--- config.mk ---
export PLATFORM = sky130hd
export DESIGN_NAME = wb_cmd_master_flat
export DESIGN_NICKNAME = d
export VERILOG_FILES = /design/src/rtl/wb_cmd_master_if.sv /design/src/rtl/wb_cmd_master.sv /design/src/flat_wrapper.sv
export SDC_FILE = /design/constraint.sdc
export NUM_CORES = 1
export LEC_CHECK = 0
export BUFFER_PORTS_ARGS = -buffer_cell sky130_fd_sc_hd__buf_2
export CAP_MARGIN = 30
export CORE_ASPECT_RATIO = 0.5
export CORE_MARGIN = 5
export CORE_UTILIZATION = 30
export CTS_CLUSTER_DIAMETER = 100
export DETAILED_ROUTE_END_ITERATION = 8
export GPL_TIMING_DRIVEN = 0
export HOLD_SLACK_MARGIN = 0.12
export SETUP_SLACK_MARGIN = 0.3
export SLEW_MARGIN = 0
export SYNTH_ARGS = -nofsm -noshare
export SYNTH_HDL_FRONTEND = slang
export SYNTH_SLANG_ARGS = --single-unit
--- constraint.sdc ---
create_clock -name clk -period 1.55 [get_ports clk]
set_input_delay 0.31 -clock clk [delete_from_list [all_inputs] [get_ports clk]]
set_output_delay 0.31 -clock clk [all_outputs]
set_load 0.005 [all_outputs]
--- src/rtl/wb_cmd_master_if.sv ---
// Byte-stream command/response channels plus the Wishbone single-transfer bus.
// The master modport is the wb_cmd_master side; slave is the host and bus side.
interface wb_cmd_master_if;
  logic [7:0]  rx_data;
  logic        rx_valid;
  logic        rx_ready;
  logic [7:0]  tx_data;
  logic        tx_valid;
  logic        tx_ready;
  logic [31:0] m_wb_addr;
  logic [31:0] m_wb_dat_o;
  logic [31:0] m_wb_dat_i;
  logic        m_wb_we;
  logic [3:0]  m_wb_sel;
  logic        m_wb_cyc;
  logic        m_wb_stb;
  logic        m_wb_ack;
  logic        m_wb_err;

  modport master (
    input  rx_data, rx_valid, tx_ready, m_wb_dat_i, m_wb_ack, m_wb_err,
    output rx_ready, tx_data, tx_valid, m_wb_addr, m_wb_dat_o, m_wb_we,
           m_wb_sel, m_wb_cyc, m_wb_stb
  );

  modport slave (
    output rx_data, rx_valid, tx_ready, m_wb_dat_i, m_wb_ack, m_wb_err,
    input  rx_ready, tx_data, tx_valid, m_wb_addr, m_wb_dat_o, m_wb_we,
           m_wb_sel, m_wb_cyc, m_wb_stb
  );
endinterface

--- src/rtl/wb_cmd_master.sv ---
// Wishbone single-transfer master driven by opcode/address/data byte frames.
// Answers every command with a status byte, followed by 4 data bytes on a good read.
module wb_cmd_master #(
  parameter int TIMEOUT_CYCLES = 255
) (
  input  logic clk,
  input  logic rst,
  wb_cmd_master_if.master bus,
  output logic busy
);
  localparam int TW = (TIMEOUT_CYCLES > 1) ? $clog2(TIMEOUT_CYCLES + 1) : 1;

  typedef enum logic [2:0] {
    IDLE, ADDR, WDATA, BUS, RESP_STATUS, RESP_DATA
  } state_t;

  state_t      r_state;
  state_t      w_state_nxt;
  logic [1:0]  r_cnt;
  logic [31:0] r_addr;
  logic [31:0] r_wdat;
  logic [31:0] r_rdat;
  logic        r_is_wr;
  logic [7:0]  r_status;
  logic [TW-1:0] r_tmo;

  logic          w_rx_fire;
  logic          w_tx_fire;
  logic          w_op_ok;
  logic [TW-1:0] w_tmo_inc;
  logic          w_tmo_hit;
  logic          w_term;

  assign w_rx_fire = bus.rx_valid && bus.rx_ready;
  assign w_tx_fire = bus.tx_valid && bus.tx_ready;
  assign w_op_ok   = (bus.rx_data == 8'h52) || (bus.rx_data == 8'h57);
  assign w_tmo_inc = r_tmo + TW'(1);
  // The counter value after this cycle's increment reaching the limit aborts,
  // so the strobe is held for exactly TIMEOUT_CYCLES bus cycles.
  assign w_tmo_hit = (w_tmo_inc == TW'(TIMEOUT_CYCLES));
  assign w_term    = bus.m_wb_ack || bus.m_wb_err || w_tmo_hit;

  assign bus.rx_ready   = (r_state == IDLE) || (r_state == ADDR) || (r_state == WDATA);
  assign bus.m_wb_cyc   = (r_state == BUS);
  assign bus.m_wb_stb   = (r_state == BUS);
  assign bus.m_wb_we    = (r_state == BUS) && r_is_wr;
  assign bus.m_wb_sel   = (r_state == BUS) ? 4'hF : 4'h0;
  assign bus.m_wb_addr  = r_addr;
  assign bus.m_wb_dat_o = r_wdat;
  assign bus.tx_valid   = (r_state == RESP_STATUS) || (r_state == RESP_DATA);
  assign busy           = (r_state != IDLE);

  always_comb begin
    bus.tx_data = 8'h00;
    case (r_state)
      RESP_STATUS: bus.tx_data = r_status;
      RESP_DATA:   bus.tx_data = r_rdat[31:24];
      default:     bus.tx_data = 8'h00;
    endcase
  end

  always_ff @(posedge clk) begin
    if (rst) begin
      r_state <= IDLE;
    end else begin
      r_state <= w_state_nxt;
    end
  end

  always_comb begin
    w_state_nxt = r_state;
    case (r_state)
      IDLE: begin
        if (w_rx_fire) begin
          w_state_nxt = w_op_ok ? ADDR : RESP_STATUS;
        end
      end
      ADDR: begin
        if (w_rx_fire && (r_cnt == 2'd3)) begin
          w_state_nxt = r_is_wr ? WDATA : BUS;
        end
      end
      WDATA: begin
        if (w_rx_fire && (r_cnt == 2'd3)) begin
          w_state_nxt = BUS;
        end
      end
      BUS: begin
        if (w_term) begin
          w_state_nxt = RESP_STATUS;
        end
      end
      RESP_STATUS: begin
        if (w_tx_fire) begin
          w_state_nxt = ((r_status == 8'h00) && !r_is_wr) ? RESP_DATA : IDLE;
        end
      end
      RESP_DATA: begin
        if (w_tx_fire && (r_cnt == 2'd3)) begin
          w_state_nxt = IDLE;
        end
      end
      default: w_state_nxt = IDLE;
    endcase
  end

  // Byte counter wraps 3 -> 0, so it is already clear for the next phase.
  always_ff @(posedge clk) begin
    if (rst) begin
      r_cnt    <= 2'd0;
      r_addr   <= 32'h0;
      r_wdat   <= 32'h0;
      r_rdat   <= 32'h0;
      r_is_wr  <= 1'b0;
      r_status <= 8'h00;
      r_tmo    <= '0;
    end else begin
      r_tmo <= '0;
      case (r_state)
        IDLE: begin
          if (w_rx_fire) begin
            r_cnt    <= 2'd0;
            r_is_wr  <= (bus.rx_data == 8'h57);
            r_status <= w_op_ok ? 8'h00 : 8'h03;
          end
        end
        ADDR: begin
          if (w_rx_fire) begin
            r_addr <= {r_addr[23:0], bus.rx_data};
            r_cnt  <= r_cnt + 2'd1;
          end
        end
        WDATA: begin
          if (w_rx_fire) begin
            r_wdat <= {r_wdat[23:0], bus.rx_data};
            r_cnt  <= r_cnt + 2'd1;
          end
        end
        BUS: begin
          if (bus.m_wb_err) begin
            r_status <= 8'h01;
          end else if (bus.m_wb_ack) begin
            r_status <= 8'h00;
            if (!r_is_wr) begin
              r_rdat <= bus.m_wb_dat_i;
            end
          end else if (w_tmo_hit) begin
            r_status <= 8'h02;
          end else begin
            r_tmo <= w_tmo_inc;
          end
        end
        RESP_DATA: begin
          if (w_tx_fire) begin
            r_rdat <= {r_rdat[23:0], 8'h00};
            r_cnt  <= r_cnt + 2'd1;
          end
        end
        default: begin
          r_cnt <= r_cnt;
        end
      endcase
    end
  end
endmodule

--- src/flat_wrapper.sv ---
// flat-port wrapper written by rule: the top's interface ports become plain ports
module wb_cmd_master_flat 
#(
  parameter int TIMEOUT_CYCLES = 255
)
  (clk, rst, busy, bus_rx_data, bus_rx_valid, bus_tx_ready, bus_m_wb_dat_i, bus_m_wb_ack, bus_m_wb_err, bus_rx_ready, bus_tx_data, bus_tx_valid, bus_m_wb_addr, bus_m_wb_dat_o, bus_m_wb_we, bus_m_wb_sel, bus_m_wb_cyc, bus_m_wb_stb);
  wb_cmd_master_if bus_i ();
  input  logic clk;
  input  logic rst;
  output logic busy;
  input wire logic [$bits(bus_i.rx_data)-1:0] bus_rx_data;
  input wire logic [$bits(bus_i.rx_valid)-1:0] bus_rx_valid;
  input wire logic [$bits(bus_i.tx_ready)-1:0] bus_tx_ready;
  input wire logic [$bits(bus_i.m_wb_dat_i)-1:0] bus_m_wb_dat_i;
  input wire logic [$bits(bus_i.m_wb_ack)-1:0] bus_m_wb_ack;
  input wire logic [$bits(bus_i.m_wb_err)-1:0] bus_m_wb_err;
  output wire logic [$bits(bus_i.rx_ready)-1:0] bus_rx_ready;
  output wire logic [$bits(bus_i.tx_data)-1:0] bus_tx_data;
  output wire logic [$bits(bus_i.tx_valid)-1:0] bus_tx_valid;
  output wire logic [$bits(bus_i.m_wb_addr)-1:0] bus_m_wb_addr;
  output wire logic [$bits(bus_i.m_wb_dat_o)-1:0] bus_m_wb_dat_o;
  output wire logic [$bits(bus_i.m_wb_we)-1:0] bus_m_wb_we;
  output wire logic [$bits(bus_i.m_wb_sel)-1:0] bus_m_wb_sel;
  output wire logic [$bits(bus_i.m_wb_cyc)-1:0] bus_m_wb_cyc;
  output wire logic [$bits(bus_i.m_wb_stb)-1:0] bus_m_wb_stb;
  assign bus_i.rx_data = bus_rx_data;
  assign bus_i.rx_valid = bus_rx_valid;
  assign bus_i.tx_ready = bus_tx_ready;
  assign bus_i.m_wb_dat_i = bus_m_wb_dat_i;
  assign bus_i.m_wb_ack = bus_m_wb_ack;
  assign bus_i.m_wb_err = bus_m_wb_err;
  assign bus_rx_ready = bus_i.rx_ready;
  assign bus_tx_data = bus_i.tx_data;
  assign bus_tx_valid = bus_i.tx_valid;
  assign bus_m_wb_addr = bus_i.m_wb_addr;
  assign bus_m_wb_dat_o = bus_i.m_wb_dat_o;
  assign bus_m_wb_we = bus_i.m_wb_we;
  assign bus_m_wb_sel = bus_i.m_wb_sel;
  assign bus_m_wb_cyc = bus_i.m_wb_cyc;
  assign bus_m_wb_stb = bus_i.m_wb_stb;
  wb_cmd_master #(.TIMEOUT_CYCLES(TIMEOUT_CYCLES)) u_core (.clk(clk), .rst(rst), .bus(bus_i), .busy(busy));
endmodule
=== After elaboration in Yosys (flattened, before gate mapping) ===
Cells that the tools add are included.

* Reductions and logical operators: 28
* Bitwise gates (word level): 1
* Equal/unequal tests: 21
* Multiplexer cells: 27
* Add/subtract/negate cells: 2

{| class="wikitable"
|+ Operators by type and width
! kind !! count
|-
| 32-bit 2-to-1 mux || 4
|-
| 32-bit case mux with 2 select lines || 1
|-
| 8-bit 2-to-1 mux || 4
|-
| 8-bit case mux with 2 select lines || 2
|-
| 3-bit 2-to-1 mux || 8
|-
| 3-bit case mux with 6 select lines || 1
|-
| 8-bit by 7-bit equality test with 1-bit output (second input constant) || 2
|-
| 2-bit != test (second input constant) || 6
|-
| 2-bit by 1-bit != test with 1-bit output (second input constant) || 5
|-
| 8-bit by 1-bit adder with 8-bit output (second input constant) || 1
|-
| 8-bit equality test (second input constant) || 1
|-
| 8-bit zero test || 1
|-
| 2-bit 2-to-1 mux || 4
|-
| 3-bit by 2-bit equality test with 1-bit output (second input constant) || 2
|-
| 3-bit equality test (second input constant) || 2
|-
| 1-bit logical AND || 6
|-
| 1-bit logical OR || 6
|-
| 2-bit case mux with 3 select lines || 1
|-
| 2-bit AND reduction || 3
|-
| 6-bit AND reduction || 1
|-
| 3-bit nonzero test || 2
|-
| 5-bit AND reduction || 1
|-
| 5-bit OR reduction || 1
|-
| 4-bit 2-to-1 mux || 1
|-
| other kinds (12) || 13
|}

* Register bits: 118
* Word-level logic and storage cells: 87

=== Depth between registers and ports, before layout ===
Gate-level depths: netlist (run 1).

* Depth after elaboration: 7
* Depth in mapped cells: 7

=== Worst setup path after synthesis (run 1) ===
No wires, ideal clock.

* Path type: register to register
* Start: register u_core.r_tmo[0]
* End: register u_core.r_status[0]
* Slack: -0.120 ns
* Data required time: 1.429 ns
* Stages on the path, launching flop included: 7
* Period minus slack after synthesis: 1.670 ns
* Arrival: 1.549 ns
* Buffers on the path: 0
* Path through: dfxtp_1 -> ha_1 -> nand3_1 -> xnor2_1 -> o211ai_1 -> a22oi_1 -> mux2_2

* Longest elaborated chain between the ends: 4

{| class="wikitable"
|+ RTL lines
! what !! RTL line !! RTL
|-
| from (decl) || wb_cmd_master.sv:25 || <nowiki>logic [TW-1:0] r_tmo;</nowiki>
|-
| from (signal assigned) || wb_cmd_master.sv:150 || <nowiki>r_tmo <= w_tmo_inc;</nowiki>
|-
| 8-bit by 1-bit adder with 8-bit output || wb_cmd_master.sv:37 || <nowiki>assign w_tmo_inc = r_tmo + TW'(1);</nowiki>
|-
| 8-bit equality test || wb_cmd_master.sv:40 || <nowiki>assign w_tmo_hit = (w_tmo_inc == TW'(TIMEOUT_CYCLES));</nowiki>
|-
| 4-bit by 3-bit != test with 1-bit output (no line) || -- ||
|-
| 3-bit AND reduction (no line) || -- ||
|-
| to (signal assigned) || wb_cmd_master.sv:124 || <nowiki>r_status <= w_op_ok ? 8'h00 : 8'h03;</nowiki>
|-
| to (decl) || wb_cmd_master.sv:24 || <nowiki>logic [7:0] r_status;</nowiki>
|}

No other way between the ends.
A chain may end at the register's enable or synchronous reset.

=== Worst setup path in the final report (run 1) ===
* Start: register u_core.r_tmo[0]
* End: register u_core.r_status[0]

* Longest elaborated chain between the ends: 4

{| class="wikitable"
|+ RTL lines
! what !! RTL line !! RTL
|-
| 8-bit by 1-bit adder with 8-bit output || wb_cmd_master.sv:37 ||
|-
| via u_core.w_tmo_inc[0] || wb_cmd_master.sv:30 || <nowiki>logic [TW-1:0] w_tmo_inc;</nowiki>
|-
| 8-bit equality test || wb_cmd_master.sv:40 ||
|-
| 4-bit by 3-bit != test with 1-bit output (no line) || -- ||
|-
| 3-bit AND reduction (no line) || -- ||
|}

The timed path passes the listed nets, and every way through them passes these cells.

==> results of run 1 <==
registers in the layout, summed over array words and instances, names as in the netlist:
register,flops
u_core.r_state,3
u_core.r_is_wr,1
u_core.bus.m_wb_dat_o,32
u_core.r_cnt,2
u_core.bus.m_wb_addr,32
u_core.r_tmo,8
u_core.r_status,2
u_core.r_rdat,32
stage by stage:
step	worst slack, ps	setup TNS [ps]	std cells	cell area, um^2	hold WS [ps]
2_1_floorplan	-11.67	-185.1	577	4900	434.5
4_1_cts	-189.7	-5629	948	6847	191.6
6_report	-262.2	-8543	979	7860	200.5
3_5_place_dp	-362.0	-18140	907	5786	446.2
5_1_grt	-357.6	-14320	979	7860	194.4
3_3_place_gp	-335.0	-14640	907	5786	442.3
critical path, delay by kind of cell, from the launching register on:
kind | cells | cell delay [ps]
AOI/OAI and AO/OA | 3 | 730
DFF | 1 | 380
buffers and inverters | 1 | 60
and+or+nand+nor | 1 | 90
adders and majority gates | 1 | 110
muxes | 1 | 340
final cells by class:
class                           instances  area share (%)
Timing Repair Buffer                  182           17.80
Multi-Input combinational cell        412           38.71
Clock inverter                          6          0.9710
Inverter                                8          0.5571
Clock buffer                           10           2.913
Buffer                                 45           6.877
Tap cell                              204           3.247
Sequential cell                       112           28.92
per-layer routing:
layer	vias to the layer above	routed length (um)	track usage [%]
met5	-	0	0
met4	0	248	3.946
met3	21	574	3.291
met2	94	7808	26.17
met1	2288	6685	18.37
li1	2333	-	-
kinds of logic (layout without fill, tap and decap cells):
logic type | Yosys count | in the layout | share of synthesized area [%]
buffers and inverters | 53 | 251 | 5.440
AO/OA/AOI/OAI | 122 | 122 | 19.46
adder cells (fa/ha/maj) | 3 | 3 | 0.7923
multiplexers | 5 | 5 | 1.109
XOR/XNOR | 7 | 7 | 1.294
flip-flops | 112 | 112 | 47.32
AND/OR/NAND/NOR | 275 | 275 | 24.58
power by group:
group	internal, uW	switching (uW)
registers	3030	146
logic	1410	1310
clock network	1290	1160
what timing repair did:
action	CTS	global route
gates resized for setup	131	197
cloned	6	8
setup endpoints to repair	128	132
buffers inserted	19	23
pin swaps	45	75
hold buffers	0	0
placed cells by master, fill, tap and decap left out, types with 7 or more instances in the layout:
cell type and instances:
nor2_2 7, dfxtp_1 97, nand2_2 23, buf_6 39
clkbuf_2 11, nand2_1 121, clkbuf_16 23, a311oi_2 24
buf_2 114, a22oi_2 7, buf_4 25, buf_8 11
a21oi_2 56, nor2_1 40, nand2_4 38, dfxtp_2 10
a21oi_1 15
worst max-delay path by stage:
| stage | from | endpoint | slack [ps] |
|---|---|---|---|
| 2_1_floorplan | u_core.r_tmo[0] | u_core.r_status[0] | -10 |
| 3_3_place_gp | u_core.r_state[0] | u_core.r_rdat[11] | -340 |
| 3_5_place_dp | u_core.r_state[0] | u_core.r_rdat[15] | -360 |
| 4_1_cts | u_core.r_state[1] | bus_tx_data[7] | -190 |
| 5_1_grt | u_core.r_tmo[0] | u_core.r_status[0] | -360 |
| 6_report | u_core.r_tmo[0] | u_core.r_status[0] | -260 |
==> metrics.md, run 1 <==
| Metric | Value |
|---|---|
| Outcome | finished with violations |
| Failing checks | setup timing |
| Crit-path slowest cell | dfxtp_4 |
| Power Density | 1062 nW/um^2 |
| First-pass GRT wire length | 22560 um |
| Worst reg-to-reg path cell count | 7 |
| Overflow after GRT | 0 |
| Register bit total from synthesis | 112 |
| Core area | 15450 um^2 |
| Crit path launch type | flop |
| Final hold viol count | 0 |
| Hold Path End | u_core.r_rdat[4] |
| WHS Path Cells | 3 |
| Largest net degree at the start of global routing | 20 |
| Critical Path Max Stage Delay | 380 ps |
| Post-synth EDFFs | 0 |
| Final setup viols | 83 |
| Register area share after synthesis | 47.32% |
| # H-tree levels | 3 |
| Gate count after technology mapping | 577 |
| Area grow syn2layout | 65.88% |
| Reg2reg start | u_core.r_tmo[0] |
| Crit-path cells | inv_4 -> ha_4 -> nand4_1 -> a31oi_1 -> o211ai_1 -> a22oi_2 -> mux2_4 |
| Synth warnings | 0 |
| R2R Setup Slk | -260 ps |
| Most frequent cell after synthesis | nand2_1 |
| Ys flop type | dfxtp_1 |
| Die H | 98.87 um |
| Hold Path Origin | bus_m_wb_dat_i[4] |
| Routed via count | 4736 |
| CTS root buf | clkbuf_16 |
| Die area | 18560 um^2 |
| Final net count | 819 |
| CTS tree | done |
| Syn Nets | 626 |
| Initial Util | 30.66% |
| Port buffer count | 126 |
| Hpwl dp | 9886 um |
| DRT Wirelength | 15320 um |
| Bufs on Longest Clock Path | 2 |
| Drt via density | 4.838 |
| Measured slew at the worst slew-check pin | 753.1 ps |
| WL/cell | 15.64 um |
| Post-synthesis average cell area | 8.212 um^2 |
| CP arrival | 2050 ps |
| Post-synth top area share | 47.32% |
| GPL Wtd Cong | 0.8094 |
| Utilization after layout | 50.86% |
| Final Max Slew Viols | 0 |
| Synth top cells by count | nand2_1 (182), dfxtp_1 (112), a21oi_1 (73) |
| Worst Path Required | 1790 ps |
| Multi-input combinational cell area | 3043 um^2 |
| Residual DRC | 0 |
| Unrepaired setup endpoints after global routing | true |
| Row count | 32 |
| Critical Path Sink Type | flop |
| GRT Resource Usage Total | 14.80% |
| Largest area contributor in the netlist | dfxtp_1 |
| Worst-Skew Late Latency | 360 ps |
| Routed Antenna Nets | 0 |
| Crit path kind | reg2reg |
| Leakage power | 0.003505 uW |
| Die width | 187.7 um |
| Number of fill cells in the layout | 1390 |
| Worst VDD drop | 0.6676 mV |
| Num CTS Buffers | 9 |
| Total chip power | 8348 uW |
| Drt pass-1 iters | 4 |
| First DRT Iteration DRCs | 150 |
| Skew final | 9.564 ps |
| Reg-to-Reg End | u_core.r_status[0] |
| Worst setup margin | -262.2 ps |
| Fin crit period | 1812 ps |
| Antenna violations before repair | 0 |
| Share of cells above drive strength 1 | 57.68% |
| Total of max-cap violations | 0 |
| Synth async-reset ratio | 0% |
| Max FO, Critical Path | 6 |
| Clk sinks | 112 |
| I/O Pins | 128 |
| Reg area | 2273 um^2 |
| HP Class | in2reg |
| Netlist cell types | 45 |
| Max-slew headroom | 49.79% |
| Fmax | 551.8 MHz |
| Synth Cell Area | 4738 um^2 |
| Vias in the first global route | 4465 |
| Clk slew on worst S/H paths | 80 ps |
| Fin crit share | 116.9% |
| Antenna cells | 0 |
| Ranking of synthesized cells by area | dfxtp_1 (47%), nand2_1 (14%), a21oi_1 (7.7%) |
Power figures use the tool's default switching activity.
==> run 2: changes to the inputs <==
--- a/config.mk
+++ b/config.mk
@@ -12,7 +12,6 @@
 export CORE_UTILIZATION = 30
 export CTS_CLUSTER_DIAMETER = 100
 export DETAILED_ROUTE_END_ITERATION = 8
-export GPL_TIMING_DRIVEN = 0
 export HOLD_SLACK_MARGIN = 0.12
 export SETUP_SLACK_MARGIN = 0.3
 export SLEW_MARGIN = 0
==> run 2 against run 1 <==
  * Register-to-register slack improved by 140 ps
  * First-iteration DRC count fell by 20%
  * Highest routed layer unchanged
  * Count of clock-buffer cells in the layout increased by 1
  * Flip-flop and latch count unchanged
  * Combinational power is 10% higher
  * Non-clock buffer count decreased by 4
  * Die area is the same
  * The run still ends with setup timing left
  * Cell area rose by 5.4%
  * Critical endpoint is now bus_tx_data[2]
  * Worst setup slack improved by 130 ps
  * Core utilization grew 2.8 points
  * Power rose by 4.0%
  * Maximum frequency increased by 7.5%
==> metrics.md, run 2 (synthesized netlist as in run 1, its figures left out) <==
| Metric | Value |
|---|---|
| Power Density | 1047 nW/um^2 |
| Largest net degree at the start of global routing | 77 |
| CP arrival | 1380 ps |
| Hold-fix buffers, CTS | 0 |
| Antenna cells | 0 |
| Worst VDD drop | 0.7578 mV |
| Fin crit period | 1686 ps |
| Bufs on Longest Clock Path | 2 |
| Placed instance count | 903 |
| Share of cells above drive strength 1 | 63.47% |
| Final setup viols | 46 |
| Residual DRC | 0 |
| I/O Pins | 128 |
| Num CTS Buffers | 9 |
| Crit path kind | reg2out |
| HP Class | in2reg |
| First-pass GRT wire length | 23090 um |
| Die H | 98.87 um |
| Drt pass-1 iters | 4 |
| Leakage power | 0.003769 uW |
| WL/cell | 15.85 um |
| Fmax | 593.2 MHz |
| Max FO, Critical Path | 10 |
| GPL Wtd Cong | 0.7674 |
| WHS | 202.5 ps |
| Finished layout cell area | 8288 um^2 |
| Reg area | 2275 um^2 |
| Initial Util | 30.66% |
| Outcome | finished with violations |
| Placed Area | 5851 um^2 |
| Routed Antenna Nets | 0 |
| R2R Setup Slk | -120 ps |
| Final hold viol count | 0 |
| Antenna violations before repair | 0 |
| Drt via density | 4.847 |
| GRT Resource Usage Total | 15.08% |
| Die area | 18560 um^2 |
| DRT Wirelength | 15470 um |
| Total of max-cap violations | 0 |
| Overflow after GRT | 0 |
| Unrepaired setup endpoints after global routing | true |
| Worst-Skew Late Latency | 360 ps |
| Failing checks | setup timing |
| Row count | 32 |
| Area grow syn2layout | 74.91% |
| Utilization after layout | 53.63% |
| Crit path launch type | flop |
| Skew final | 11.76 ps |
| Multi-input combinational cell area | 3332 um^2 |
| Worst setup margin | -135.8 ps |
| Commonest cells after routing, fill and taps aside | buf_2 (110), nand2_1 (103), dfxtp_1 (96) |
| First DRT Iteration DRCs | 120 |
| Hpwl dp | 8894 um |
| Routed via count | 4731 |
| CTS root buf | clkbuf_16 |
| Worst Path Required | 1240 ps |
| Most common cell after layout, fill and taps aside | buf_2 |
| Measured slew at the worst slew-check pin | 498.7 ps |
| Final net count | 816 |
| Die width | 187.7 um |
| Non-filler cells, final | 976 |
| Number of fill cells in the layout | 1321 |
| Fin crit share | 108.8% |
| Port buffer count | 127 |
| Max-slew headroom | 66.76% |
| Core area | 15450 um^2 |
| # H-tree levels | 3 |
| Final Max Slew Viols | 0 |
| CTS tree | done |
| Setup slack at placement | -156.7 ps |
| Critical Path Sink Type | output port |
| Clk sinks | 112 |
| Vias in the first global route | 4621 |
| Clk slew on worst S/H paths | 80 ps |
run 2: cell types whose count changed in the layout (fill, tap and decap cells not counted), moves of 9 or more:
cell,change
buf_16,+9
clkbuf_2,-11
nand2_4,+21
buf_12,+9
buf_4,+10
nand2_1,-18
nor2_1,-13
nor2_4,+10
run 2: metal layers:
metal / track usage (%) / vias up / routed length [um]
met1: 18.42 / 2284 / 6797
li1: - / 2336 / -
met5: 0 / - / 0
met4: 3.439 / 0 / 261
met2: 27.09 / 86 / 7847
met3: 3.680 / 25 / 568
run 2: area by class of cell:
type / instances / share of cell area, %
well taps: 204 / 3.080
clock inverters: 5 / 0.7548
repair buffers: 223 / 24.98
clock buffers: 11 / 3.050
flip-flops and latches: 112 / 27.45
inverters: 8 / 0.4831
multi-input cells: 413 / 40.20
run 2: path summary, 6_finish.rpt:
| check | startpoint | end | cells after the start |
|---|---|---|---|
| worst max-delay path | u_core.r_state[1] | bus_tx_data[2] | 4 |
| worst min-delay path | bus_m_wb_dat_i[2] | u_core.r_rdat[2] | 3 |
| worst max register to register | u_core.r_tmo[0] | u_core.r_status[0] | 7 |
| worst min register to register | u_core.bus.m_wb_addr[28] | u_core.bus.m_wb_addr[28] | 2 |
run 2: metrics by stage:
stage	TNS, ps	total power, uW
floorplan	-185.1	4202
global route	-6711	9077
finish	-2074	8679
global placement	-214.4	4758
CTS	-3266	8062
detailed placement	-689.5	4783
run 2: what timing repair did:
action	CTS	global route
cloned	10	7
endpoints found under the setup margin	130	132
gates resized for setup	142	226
buffers inserted	29	11
pin swaps	32	101
run 2: power by group:
part / internal (uW) / switching (uW)
clock network: 1360 / 1110
logic: 1580 / 1420
registers: 3030 / 181
total: 5970 / 2710
run 2: worst max-delay path, cell delays in order (launching register included):
cell and delay [ps]:
dfxtp_4 390, and3b_2 240, buf_8 140, and2_4 140, buf_6 110
